### src/rtl/fifo_defines_pkg.sv
// Shared sizing and status types for the sample path between funct_generator and its consumer.
package fifo_defines_pkg;

  localparam int unsigned DATA_WIDTH    = 16;
  localparam int unsigned FIFO_DEPTH    = 16;
  localparam int unsigned FIFO_ADDR     = $clog2(FIFO_DEPTH);
  localparam int unsigned FIFO_AF_LEVEL = 12;

  typedef struct packed {
    logic full;
    logic empty;
    logic almost_full;
    logic overflow;
    logic underflow;
  } fifo_status_t;

endpackage

### src/rtl/sample_fifo_if.sv
// Handshake and status bundle of sample_fifo; slave is the FIFO, master is the producer/consumer side.
interface sample_fifo_if;
  import fifo_defines_pkg::*;

  logic                         clr_i;
  logic                         wr_en_i;
  logic signed [DATA_WIDTH-1:0] wr_data_i;
  logic                         rd_en_i;
  logic signed [DATA_WIDTH-1:0] rd_data_o;
  logic                         rd_valid_o;
  logic                         full_o;
  logic                         empty_o;
  logic                         almost_full_o;
  logic [FIFO_ADDR:0]           count_o;
  logic                         overflow_o;
  logic                         underflow_o;

  modport slave (
    input  clr_i, wr_en_i, wr_data_i, rd_en_i,
    output rd_data_o, rd_valid_o, full_o, empty_o, almost_full_o, count_o,
           overflow_o, underflow_o
  );

  modport master (
    output clr_i, wr_en_i, wr_data_i, rd_en_i,
    input  rd_data_o, rd_valid_o, full_o, empty_o, almost_full_o, count_o,
           overflow_o, underflow_o
  );

endinterface

### src/rtl/fifo_mem.sv
// Simple dual-port RAM: synchronous write, synchronous read into an output register, no reset.
module fifo_mem #(
  parameter int unsigned  DATA_WIDTH = 16,
  parameter int unsigned  DEPTH      = 16,
  localparam int unsigned ADDR       = $clog2(DEPTH)
) (
  input  logic                  clk,
  input  logic                  wr_en,
  input  logic [ADDR-1:0]       wr_addr,
  input  logic [DATA_WIDTH-1:0] wr_data,
  input  logic                  rd_en,
  input  logic [ADDR-1:0]       rd_addr,
  output logic [DATA_WIDTH-1:0] rd_data
);

  logic [DATA_WIDTH-1:0] mem [DEPTH];

  always_ff @(posedge clk) begin
    if (wr_en) begin
      mem[wr_addr] <= wr_data;
    end
  end

  // Read-before-write on an address collision: the oldest word leaves when full.
  always_ff @(posedge clk) begin
    if (rd_en) begin
      rd_data <= mem[rd_addr];
    end
  end

endmodule

### src/rtl/sample_fifo.sv
// Single-clock sample FIFO: owns pointers, occupancy, flags and sticky errors around fifo_mem.
module sample_fifo #(
  parameter int unsigned DATA_WIDTH = fifo_defines_pkg::DATA_WIDTH,
  parameter int unsigned DEPTH      = fifo_defines_pkg::FIFO_DEPTH,
  parameter int unsigned AF_LEVEL   = fifo_defines_pkg::FIFO_AF_LEVEL
) (
  input logic          clk,
  input logic          rst,
  sample_fifo_if.slave bus
);
  import fifo_defines_pkg::*;

  localparam int unsigned ADDR = $clog2(DEPTH);
  localparam int unsigned CW   = ADDR + 1;

  logic [ADDR-1:0]       wr_ptr_q, rd_ptr_q;
  logic [CW-1:0]         count_q, count_d;
  fifo_status_t          status_q, status_d;
  logic                  rd_valid_q;
  logic                  rd_seen_q;
  logic                  wr_acc, rd_acc;
  logic [DATA_WIDTH-1:0] mem_rd_data;

  always_comb begin
    rd_acc = bus.rd_en_i & ~status_q.empty & ~bus.clr_i;
    wr_acc = bus.wr_en_i & (~status_q.full | rd_acc) & ~bus.clr_i;

    count_d = count_q;
    if (bus.clr_i) begin
      count_d = '0;
    end else if (wr_acc && !rd_acc) begin
      count_d = count_q + CW'(1);
    end else if (rd_acc && !wr_acc) begin
      count_d = count_q - CW'(1);
    end

    // Flags follow the next count so they are registered alongside it.
    status_d.full        = (count_d == CW'(DEPTH));
    status_d.empty       = (count_d == '0);
    status_d.almost_full = (count_d >= CW'(AF_LEVEL));
    status_d.overflow    = ~bus.clr_i & (status_q.overflow | (bus.wr_en_i & ~wr_acc));
    status_d.underflow   = ~bus.clr_i & (status_q.underflow | (bus.rd_en_i & status_q.empty));
  end

  always_ff @(posedge clk or posedge rst) begin
    if (rst) begin
      wr_ptr_q   <= '0;
      rd_ptr_q   <= '0;
      count_q    <= '0;
      status_q   <= '{full: 1'b0, empty: 1'b1, almost_full: 1'b0,
                      overflow: 1'b0, underflow: 1'b0};
      rd_valid_q <= 1'b0;
      rd_seen_q  <= 1'b0;
    end else begin
      count_q    <= count_d;
      status_q   <= status_d;
      rd_valid_q <= rd_acc;
      rd_seen_q  <= rd_seen_q | rd_acc;
      if (bus.clr_i) begin
        wr_ptr_q <= '0;
        rd_ptr_q <= '0;
      end else begin
        if (wr_acc) wr_ptr_q <= wr_ptr_q + ADDR'(1);
        if (rd_acc) rd_ptr_q <= rd_ptr_q + ADDR'(1);
      end
    end
  end

  fifo_mem #(
    .DATA_WIDTH (DATA_WIDTH),
    .DEPTH      (DEPTH)
  ) u_mem (
    .clk     (clk),
    .wr_en   (wr_acc),
    .wr_addr (wr_ptr_q),
    .wr_data (bus.wr_data_i),
    .rd_en   (rd_acc),
    .rd_addr (rd_ptr_q),
    .rd_data (mem_rd_data)
  );

  // RAM output is unreset; present zero until the first read after reset.
  assign bus.rd_data_o     = rd_seen_q ? mem_rd_data : '0;
  assign bus.rd_valid_o    = rd_valid_q;
  assign bus.count_o       = count_q;
  assign bus.full_o        = status_q.full;
  assign bus.empty_o       = status_q.empty;
  assign bus.almost_full_o = status_q.almost_full;
  assign bus.overflow_o    = status_q.overflow;
  assign bus.underflow_o   = status_q.underflow;

endmodule

### src/flat_wrapper.sv
// flat-port wrapper written by rule: the top's interface ports become plain ports
module sample_fifo_flat import fifo_defines_pkg::*;
#(
  parameter int unsigned DATA_WIDTH = fifo_defines_pkg::DATA_WIDTH,
  parameter int unsigned DEPTH      = fifo_defines_pkg::FIFO_DEPTH,
  parameter int unsigned AF_LEVEL   = fifo_defines_pkg::FIFO_AF_LEVEL
)
  (clk, rst, bus_clr_i, bus_wr_en_i, bus_wr_data_i, bus_rd_en_i, bus_rd_data_o, bus_rd_valid_o, bus_full_o, bus_empty_o, bus_almost_full_o, bus_count_o, bus_overflow_o, bus_underflow_o);
  sample_fifo_if bus_i ();
  input logic clk;
  input logic rst;
  input wire logic [$bits(bus_i.clr_i)-1:0] bus_clr_i;
  input wire logic [$bits(bus_i.wr_en_i)-1:0] bus_wr_en_i;
  input wire logic [$bits(bus_i.wr_data_i)-1:0] bus_wr_data_i;
  input wire logic [$bits(bus_i.rd_en_i)-1:0] bus_rd_en_i;
  output wire logic [$bits(bus_i.rd_data_o)-1:0] bus_rd_data_o;
  output wire logic [$bits(bus_i.rd_valid_o)-1:0] bus_rd_valid_o;
  output wire logic [$bits(bus_i.full_o)-1:0] bus_full_o;
  output wire logic [$bits(bus_i.empty_o)-1:0] bus_empty_o;
  output wire logic [$bits(bus_i.almost_full_o)-1:0] bus_almost_full_o;
  output wire logic [$bits(bus_i.count_o)-1:0] bus_count_o;
  output wire logic [$bits(bus_i.overflow_o)-1:0] bus_overflow_o;
  output wire logic [$bits(bus_i.underflow_o)-1:0] bus_underflow_o;
  assign bus_i.clr_i = bus_clr_i;
  assign bus_i.wr_en_i = bus_wr_en_i;
  assign bus_i.wr_data_i = bus_wr_data_i;
  assign bus_i.rd_en_i = bus_rd_en_i;
  assign bus_rd_data_o = bus_i.rd_data_o;
  assign bus_rd_valid_o = bus_i.rd_valid_o;
  assign bus_full_o = bus_i.full_o;
  assign bus_empty_o = bus_i.empty_o;
  assign bus_almost_full_o = bus_i.almost_full_o;
  assign bus_count_o = bus_i.count_o;
  assign bus_overflow_o = bus_i.overflow_o;
  assign bus_underflow_o = bus_i.underflow_o;
  sample_fifo #(.DATA_WIDTH(DATA_WIDTH), .DEPTH(DEPTH), .AF_LEVEL(AF_LEVEL)) u_core (.clk(clk), .rst(rst), .bus(bus_i));
endmodule
### config.mk
export PLATFORM = sky130hd
export DESIGN_NAME = sample_fifo_flat
export DESIGN_NICKNAME = d
export VERILOG_FILES = /design/src/rtl/fifo_defines_pkg.sv /design/src/rtl/sample_fifo_if.sv /design/src/rtl/fifo_mem.sv /design/src/rtl/sample_fifo.sv /design/src/flat_wrapper.sv
export SDC_FILE = /design/constraint.sdc
export NUM_CORES = 1
export LEC_CHECK = 0
export BUFFER_PORTS_ARGS = -buffer_cell sky130_fd_sc_hd__buf_2
export CAP_MARGIN = 5
export CORE_MARGIN = 2
export CORE_UTILIZATION = 64
export CTS_BUF_LIST = sky130_fd_sc_hd__clkbuf_2
export DETAILED_ROUTE_END_ITERATION = 8
export GPL_ROUTABILITY_DRIVEN = 0
export PLACE_DENSITY_LB_ADDON = 0.1
export SLEW_MARGIN = 0
export SYNTH_ARGS = -nofsm -noshare
export SYNTH_HDL_FRONTEND = slang
export SYNTH_SLANG_ARGS = --single-unit
### constraint.sdc
create_clock -name clk -period 4.7 [get_ports clk]
set_input_delay 0.235 -clock clk [delete_from_list [all_inputs] [get_ports clk]]
set_output_delay 0.235 -clock clk [all_outputs]
set_load 0.01 [all_outputs]
# Yosys cells after proc, flatten, opt, wreduce, memory -nomap -nowiden
# Memories as Yosys holds them, arrays and structs flattened. A register that Yosys moved wholly into a read port is not among the register bits.
# Index checks and enable logic that the tools add are counted.
# word_totals
ff_bits,20
latchBits,0
ramBits,256
romBits,0
inputBits,21
out_inout_bits,27
word_cells,50
n_memories,1
# classes
addsub,4
n_mul,0
div_mod_pow,0
n_lt_le_gt_ge,1
eq_ne,1
shift,0
n_mux,10
bitwise_logic,16
n_reduce_logical,7
# mem_list
name,depth,width,rd,rd_ports_with_merged_regs,write_ports,line,source
u_core.u_mem.mem,16,16,1,1,1,fifo_mem.sv:16,logic [DATA_WIDTH-1:0] mem [DEPTH];
# op_table
op,n
$mux 16,1
$mux 4,4
$mux 5,3
$add 4x1->4 const B,2
$and 1x1->1,8
$add 5x1->5 const B,1
$eq 5x5->1 const B,1
$ge 5x4->1 const B,1
$logic_not 5->1,1
$sub 5x1->5 const B,1
$not 1->1,4
$or 1x1->1,4
$reduce_bool 2->1,2
$logic_and 1x1->1,2
$logic_not 1->1,2
$mux 1,2

# Depth between registers and ports, before layout
# Gate-level depths: netlist of the first run.
# logic_depth
word_depth,12
mapped_depth,7
mapped_depth_nobuf,7

# Modules after synthesis
# Synthesis of the first run repeated with hierarchy kept, for this count alone.
# unflattened
hier_cells,551
hier_area_um2,11353.4
# by_module_without_submodules
module,instances,cells_per_inst,area_per_inst_um2,seq_area_each_um2
fifo_mem,1,432,10203.5,8167.8
sample_fifo,1,119,1149.9,501.7

# Least setup slack after synthesis of the first run
# No wires, ideal clock.
# synth_timing
path_type,input -> register
start,in bus_clr_i
end,"mem u_core.u_mem.mem[9][0], enable pin"
setup_time_ns,0.436
arrival_time_ns,2.972
required_time_ns,4.264
path_slack_ns,1.292
stages,5
n_path_buf,1
cell_sequence,buf_4 > or3b_4 > a21boi_4 > nand2_1 > nor4b_1
# synth_between
elab_chain_cells,7
# synth_rtl
item,line,source
from (decl),flat_wrapper.sv:12,input wire logic [$bits(bus_i.clr_i)-1:0] bus_clr_i;
$not 1->1 (*),"sample_fifo.sv:25, sample_fifo.sv:26",
$and 1x1->1,sample_fifo.sv:25,rd_acc = bus.rd_en_i & ~status_q.empty & ~bus.clr_i;
$or 1x1->1,sample_fifo.sv:26,wr_acc = bus.wr_en_i & (~status_q.full | rd_acc) & ~bus.clr_i;
$and 1x1->1,sample_fifo.sv:26,
$and 1x1->1 (*),sample_fifo.sv:26,
$mux 1 (*),fifo_mem.sv:19,if (wr_en) begin
$mux 1 (implied by the code) (*),fifo_mem.sv:20,mem[wr_addr] <= wr_data;
to (decl),fifo_mem.sv:16,
# Mark *: on every way between the ends. The rest lies on a longest branch, timed or not.

==> out/qor.yml, run 1 <==
floorplanning:
  coreArea_mm2: 0.01784
  die_w_um: 138.2
  placementRows: 49
  die_y_um: 138.2
  start_util_pct: 64.63
  die-area_mm2: 0.01911
  ioPinCount: 48
yosys:
  yosysSeqAreaShare_pct: 75.18
  synth_common_cells: "edfxtp_1 (272), mux4_2 (67), nor2_1 (25), dfrtp_1 (19), and2_1 (16)"
  avgSynthCellArea_um2: 22.13
  synth_ff_type: "edfxtp_1"
  ys_ff_latch: 292
  syn_inst: 521
  synthArstFlopShare_pct: 6.849
  synth_top_area_cell: "edfxtp_1"
  synth_nets: 549
  synth.top_cell.area_share_pct: 70.83
  yosysMostFrequentCell: "edfxtp_1"
  synth_area_mm2: 0.01153
  synth_cell_types: 46
  yosysWarnings: 0
  netlist_top_cells_area: "edfxtp_1 (71%), mux4_2 (13%), dfrtp_1 (4.1%)"
  synth-edff-count: 272
global_route:
  gr-usage-met1_pct: 35.94
  grt_pass1_wl_um: 34890
  antenna_found_initial: 2
  grt_max_degree: 52
  busiest_layer: "met2"
  gr-total-overflow: 0
  grt_pass1_vias: 6002
  grtUsageMet2_pct: 39.08
  groute.usage.overall_pct: 24.88
  grt_use_met3_pct: 5.819
clocking:
  clock_latency_ps: 790
  cts_sinks: 292
  hold_buffers: 22
  cts_setup_buffers: 0
  cts_made_buffers: 73
  cts_root_buf: "clkbuf_2"
  path_clk_slew_ps: 100
  htree_levels: 3
  cts_tree: "built"
  cts_resized: 0
  clockBufferDepth: 3
detailed_routing:
  drtPass1Iterations: 5
  dr.first_iter.drc_count: 510
  drc: 0
  drt-total-wl_um: 22780
  ant_nets: 0
  post_drt_wl_per_cell_um: 24.26
  num_vias: 5670
  viasPerCell: 6.038
place:
  place_hpwl_um: 13260
  port_buffers: 47
pwr:
  p_leak_nw: 4.401
  power_density_mw_per_mm2: 404.9
  ir_worst_vdd_mv: 0.2353
  power_mw: 5.230
finish:
  drive_gt1_share_pct: 38.56
  syn2layout_area_growth_pct: 12.02
  nets: 686
  fillers: 1101
run_status:
  status: "complete, no violations"
critical_path:
  cp-end-kind: "register"
  worstSetupStartpointType: "register"
  cp_max_fo: 51
  crit_start: "u_core.rd_ptr_q[0]"
  crit_type: "register to register"
  required_ps: 5210
  crit_arrival_ps: 3250
  r2r-start: "u_core.rd_ptr_q[0]"
job:
  maxCapViolCount: 0
timing:
  fmax_mhz: 364.4
  rsz0062_at_grt: "no"
  slew_viol_final: 0
  hold_viol_final: 0
  tightestPinTransition_ps: 1187
  clock_skew_ps: 51.14
  min_period_ps: 2744
  max_slew_margin_pct: 20.78
  setup_viol: 0
  fin_crit_sh_pct: 58.39
  finalSetupTns_ps: 0
worst_hold_path:
  min_path_type: "input pin to async pin"
==> stage by stage <==
stage / setup slack, ps / instances / util [%] / instance area (um^2) / hold WS (ps)
after global placement: 1890 / 790 / 67.56 / 12050 / 391.4
after floorplan: 1292 / 521 / - / 11530 / 198.1
after CTS: 1871 / 937 / 72.38 / 12910 / 91.52
final: 1956 / 939 / 72.40 / 12920 / 147.2
after detailed placement: 1805 / 790 / 67.56 / 12050 / 407.0
after global routing: 1767 / 939 / 72.40 / 12920 / 132.6
==> sequential cells by signal, summed over array words and instances, names as in the netlist, 4 cells and up <==
name	count
u_core.u_mem.mem	256
u_core.bus.count_o	5
u_core.wr_ptr_q	4
u_core.rd_ptr_q	4
u_core.u_mem.rd_data	16
==> final timing paths <==
path | endpoint | slack (ps) | cells past startpoint
worst min-delay path | u_core.wr_ptr_q[0] | 150 | 3
worst max-delay path | u_core.u_mem.rd_data[8] | 1960 | 3
max in group asynchronous | u_core.rd_ptr_q[0] | 4000 | 3
min in group clk | u_core.u_mem.mem[8][0] | 370 | 2
worst min register to register | u_core.wr_ptr_q[0] | 650 | 2
worst max register to register | u_core.u_mem.rd_data[8] | 1960 | 3
==> metal layers <==
layer / routed length [um] / share of wire (%)
met3: 1355 / 5.9
met1: 9746 / 43
met2: 11310 / 50
met4: 362 / 1.6
met5: 0 / 0
==> final cells by class <==
| type | count | area (um^2) | area share [%] |
|---|---|---|---|
| multi-input combinational | 195 | 2689 | 20.82 |
| clock inverter | 11 | 67.56 | 0.5231 |
| antenna | 2 | 5.005 | 0.03874 |
| sequential | 292 | 8675 | 67.15 |
| clock buffer | 114 | 570.5 | 4.417 |
| inverter | 9 | 33.78 | 0.2615 |
| timing repair buffer | 87 | 590.6 | 4.572 |
| tap | 229 | 286.5 | 2.218 |
==> worst max-delay path, stage by stage, from the launching register on <==
cell and delay [ps]:
dfrtp_4 1060, buf_4 380, mux4_2 540, mux4_2 450
==> kinds of logic after synthesis <==
| family | after synthesis | share of synthesized area [%] |
|---|---|---|
| simple gates | 85 | 4.167 |
| mux | 83 | 16.35 |
| flops | 292 | 75.18 |
| compound gates | 12 | 0.8355 |
| xor+xnor | 8 | 0.6076 |
| buf+inv | 34 | 2.094 |
| fa+ha+maj | 7 | 0.7595 |
==> cells in the final DEF (no fill, tap or decap), types with 4 or more instances in the layout <==
| cell type | netlist | routed |
|---|---|---|
| nor2_1 | 25 | 19 |
| nand2b_1 | 5 | 5 |
| mux4_1 | 13 | 13 |
| xor2_1 | 4 | 4 |
| buf_4 | 4 | 18 |
| clkbuf_2 | 0 | 114 |
| nor2_2 | 0 | 6 |
| xnor2_1 | 4 | 4 |
| edfxtp_1 | 272 | 272 |
| nor2b_1 | 4 | 4 |
| buf_2 | 7 | 47 |
| ha_1 | 7 | 7 |
| and2_1 | 16 | 16 |
| nand2_1 | 12 | 12 |
| clkinv_1 | 0 | 10 |
| inv_1 | 9 | 9 |
| mux4_2 | 67 | 67 |
| dfrtp_1 | 19 | 17 |
| nor3_2 | 0 | 7 |
| dlygate4sd3_1 | 0 | 22 |
==> where the power goes <==
part	internal, mW	leakage [nW]	switching [mW]
Combinational	0.344	1.18	0.250
Clock	0.684	0.503	0.928
Sequential	2.91	2.71	0.114
Total	3.94	4.40	1.29
(Power assumes the default switching activity.)
==> run 2, diff against run 1 <==
==> constraint.sdc (replaced) <==
create_clock -name clk -period 2.8 [get_ports clk]
set_input_delay 0.14 -clock clk [delete_from_list [all_inputs] [get_ports clk]]
set_output_delay 0.14 -clock clk [all_outputs]
set_load 0.01 [all_outputs]
==> out/qor.yml, run 2 (same netlist as run 1, synthesis figures left out) <==
critical_path:
  path_buf_inv: 1  # unchanged
  reg2regPathDepth: 5  # was 3
  cp_max_fo: 7  # was 51
  worstSetupStartpointType: "register"  # unchanged
  slowest_delay_ps: 440  # was 1060 ps
  regToRegSetupSlack_ps: 460  # was 1960 ps
  required_ps: 3260  # was 5210 ps
  cp-end-kind: "register"  # unchanged
  crit_type: "register to register"  # unchanged
  worstPathCellList: "or3b_4 > a21boi_4 > nand2_1 > nor2_2 > buf_4"  # was buf_4 > mux4_2 > mux4_2
  crit_arrival_ps: 2800  # was 3250 ps
  cp_top_family: "simple AND/OR/NAND/NOR gates"  # was flip-flops
  crit_start: "u_core.bus.empty_o"  # was u_core.rd_ptr_q[0]
  cp_slowest_cell: "nor2_2"  # was dfrtp_4
  worstReg2RegEnd: "u_core.u_mem.mem[12][6]"  # was u_core.u_mem.rd_data[8]
  r2r-start: "u_core.bus.empty_o"  # was u_core.rd_ptr_q[0]
floorplanning:
  ioPinCount: 48  # unchanged
  placementRows: 49  # unchanged
  start_util_pct: 64.63  # unchanged
  die_y_um: 138.2  # unchanged
  coreArea_mm2: 0.01784  # unchanged
  die-area_mm2: 0.01911  # unchanged
  die_w_um: 138.2  # unchanged
place:
  placed_area_mm2: 0.01229  # was 0.01205 mm^2
  place_ws_ps: 509.1  # was 1805 ps
  place_hpwl_um: 13600  # was 13260 um
  port_buffers: 47  # unchanged
global_route:
  groute.usage.overall_pct: 25.82  # was 24.88%
  antenna_found_initial: 1  # was 2
  grt_max_degree: 49  # was 52
  grt_pass1_wl_um: 35750  # was 34890 um
  grt_pass1_vias: 6094  # was 6002
  gr-total-overflow: 0  # unchanged
clocking:
  htree_levels: 3  # unchanged
  cts_root_buf: "clkbuf_2"  # unchanged
  cts_setup_buffers: 0  # unchanged
  clock_latency_ps: 780  # was 790 ps
  path_clk_slew_ps: 90  # was 100 ps
  cts_sinks: 292  # unchanged
  cts_tree: "built"  # unchanged
  cts_made_buffers: 69  # was 73
  clockBufferDepth: 3  # unchanged
  cts_resized: 0  # unchanged
finish:
  drive_gt1_share_pct: 39.53  # was 38.56%
  regMostFlops: "u_core.u_mem.mem"  # unchanged
  finalInstanceArea_mm2: 0.01313  # was 0.01292 mm^2
  largest_register_ffs: 256  # unchanged
  final_common_cell: "edfxtp_1"  # unchanged
  nets: 703  # was 686
  syn2layout_area_growth_pct: 13.82  # was 12.02%
  layout_common_cells: "edfxtp_1 (272), clkbuf_2 (102), mux4_2 (67)"  # was edfxtp_1 (272), clkbuf_2 (114), mux4_2 (67)
timing:
  fin_ws_ps: 461.0  # was 1956 ps
  fin_crit_sh_pct: 83.53  # was 58.39%
  setup_viol: 0  # unchanged
  max_slew_margin_pct: 48.25  # was 20.78%
  fmax_mhz: 427.5  # was 364.4 MHz
  min_period_ps: 2339  # was 2744 ps
  finalSetupTns_ps: 0  # unchanged
  slew_viol_final: 0  # unchanged
  clock_skew_ps: 40.14  # was 51.14 ps
  tightestPinTransition_ps: 775.4  # was 1187 ps
  rsz0062_at_grt: "no"  # unchanged
  hold_viol_final: 0  # unchanged
detailed_routing:
  drc: 0  # unchanged
  drt-total-wl_um: 23280  # was 22780 um
  viasPerCell: 6.035  # was 6.038
  ant_nets: 0  # unchanged
  top_layer: "met4"  # unchanged
  num_vias: 5769  # was 5670
  post_drt_wl_per_cell_um: 24.35  # was 24.26 um
  drt-met1-wl_um: 9221  # was 9746 um
  route.met3.wl_um: 1578  # was 1355 um
  dr.first_iter.drc_count: 464  # was 510
  drtPass1Iterations: 4  # was 5
  wl_met2_um: 11820  # was 11310 um
pwr:
  power_density_mw_per_mm2: 663.6  # was 404.9 mW/mm^2
  ir_worst_vdd_mv: 0.4178  # was 0.2353 mV
  power_mw: 8.710  # was 5.230 mW
  p_leak_nw: 4.503  # was 4.401 nW
worst_hold_path:
  holdPathEnd: "u_core.rd_seen_q"
  min_path_type: "input pin to register"  # was input pin to async pin
  min-delay-start: "bus_clr_i"
  hold_depth: 4
run_status:
  status: "complete, no violations"  # unchanged
job:
  maxCapViolCount: 0  # unchanged
-- run 2: cell types whose count changed in the layout (fill, tap and decap cells not counted), sizes merged --
cell / delta
diode: -1
inv: +3
buf: +21
clkbuf: -12
clkinv: +6
-- run 2: worst max-delay path by stage --
stage	endpoint	slack [ps]	cells after the start
final	u_core.u_mem.mem[12][6]	460	5
after global routing	u_core.u_mem.mem[12][5]	340	5
after CTS	u_core.u_mem.mem[12][6]	450	5
after detailed placement	u_core.u_mem.mem[12][7]	510	5
after global placement	u_core.u_mem.mem[12][8]	550	5
after floorplan	u_core.u_mem.mem[7][0]	40	4
-- run 2: layout make-up --
cell class | count | area (um^2)
flip-flops and latches | 292 | 8675
fillers | 1054 | 4716
multi-input cells | 195 | 2715
repair buffers | 108 | 798.3
clock buffers | 102 | 510.5
well taps | 229 | 286.5
clock inverters | 20 | 103.9
inverters | 9 | 33.78
diodes | 1 | 2.502
-- run 2: metal layers --
| layer | global-route usage, % | vias up |
|---|---|---|
| met1 | 35.74 | 2958 |
| met5 | 0 | - |
| met4 | 11.92 | 0 |
| met2 | 40.78 | 257 |
| met3 | 5.334 | 49 |
| li1 | - | 2505 |
-- run 2: report_power, final --
part / total [mW] / switching [mW] / internal, mW
logic: 1.14 / 0.545 / 0.597
clock network: 2.61 / 1.55 / 1.06
registers: 4.95 / 0.0673 / 4.89
total: 8.71 / 2.16 / 6.55
-- run 2: tightest hold or removal path, stage by stage --
cell,delay [ps]
dlygate4sd3_1,540
buf_2,120
or3b_4,160
nand2b_1,60
-- run 2: stage by stage --
step / utilization (%) / hold slack (ps) / std cells
2_1_floorplan: - / 103.1 / 521
3_3_place_gp: 68.88 / 312.4 / 811
3_5_place_dp: 68.88 / 312.8 / 811
4_1_cts: 73.55 / 182.7 / 955
5_1_grt: 73.57 / 193.4 / 956
6_report: 73.57 / 274.9 / 956
-- run 2: repair_timing --
item	4_1_cts	5_1_grt
hold buffers	22	0
setup endpoints to repair	0	0
hold endpoints to repair	295	0
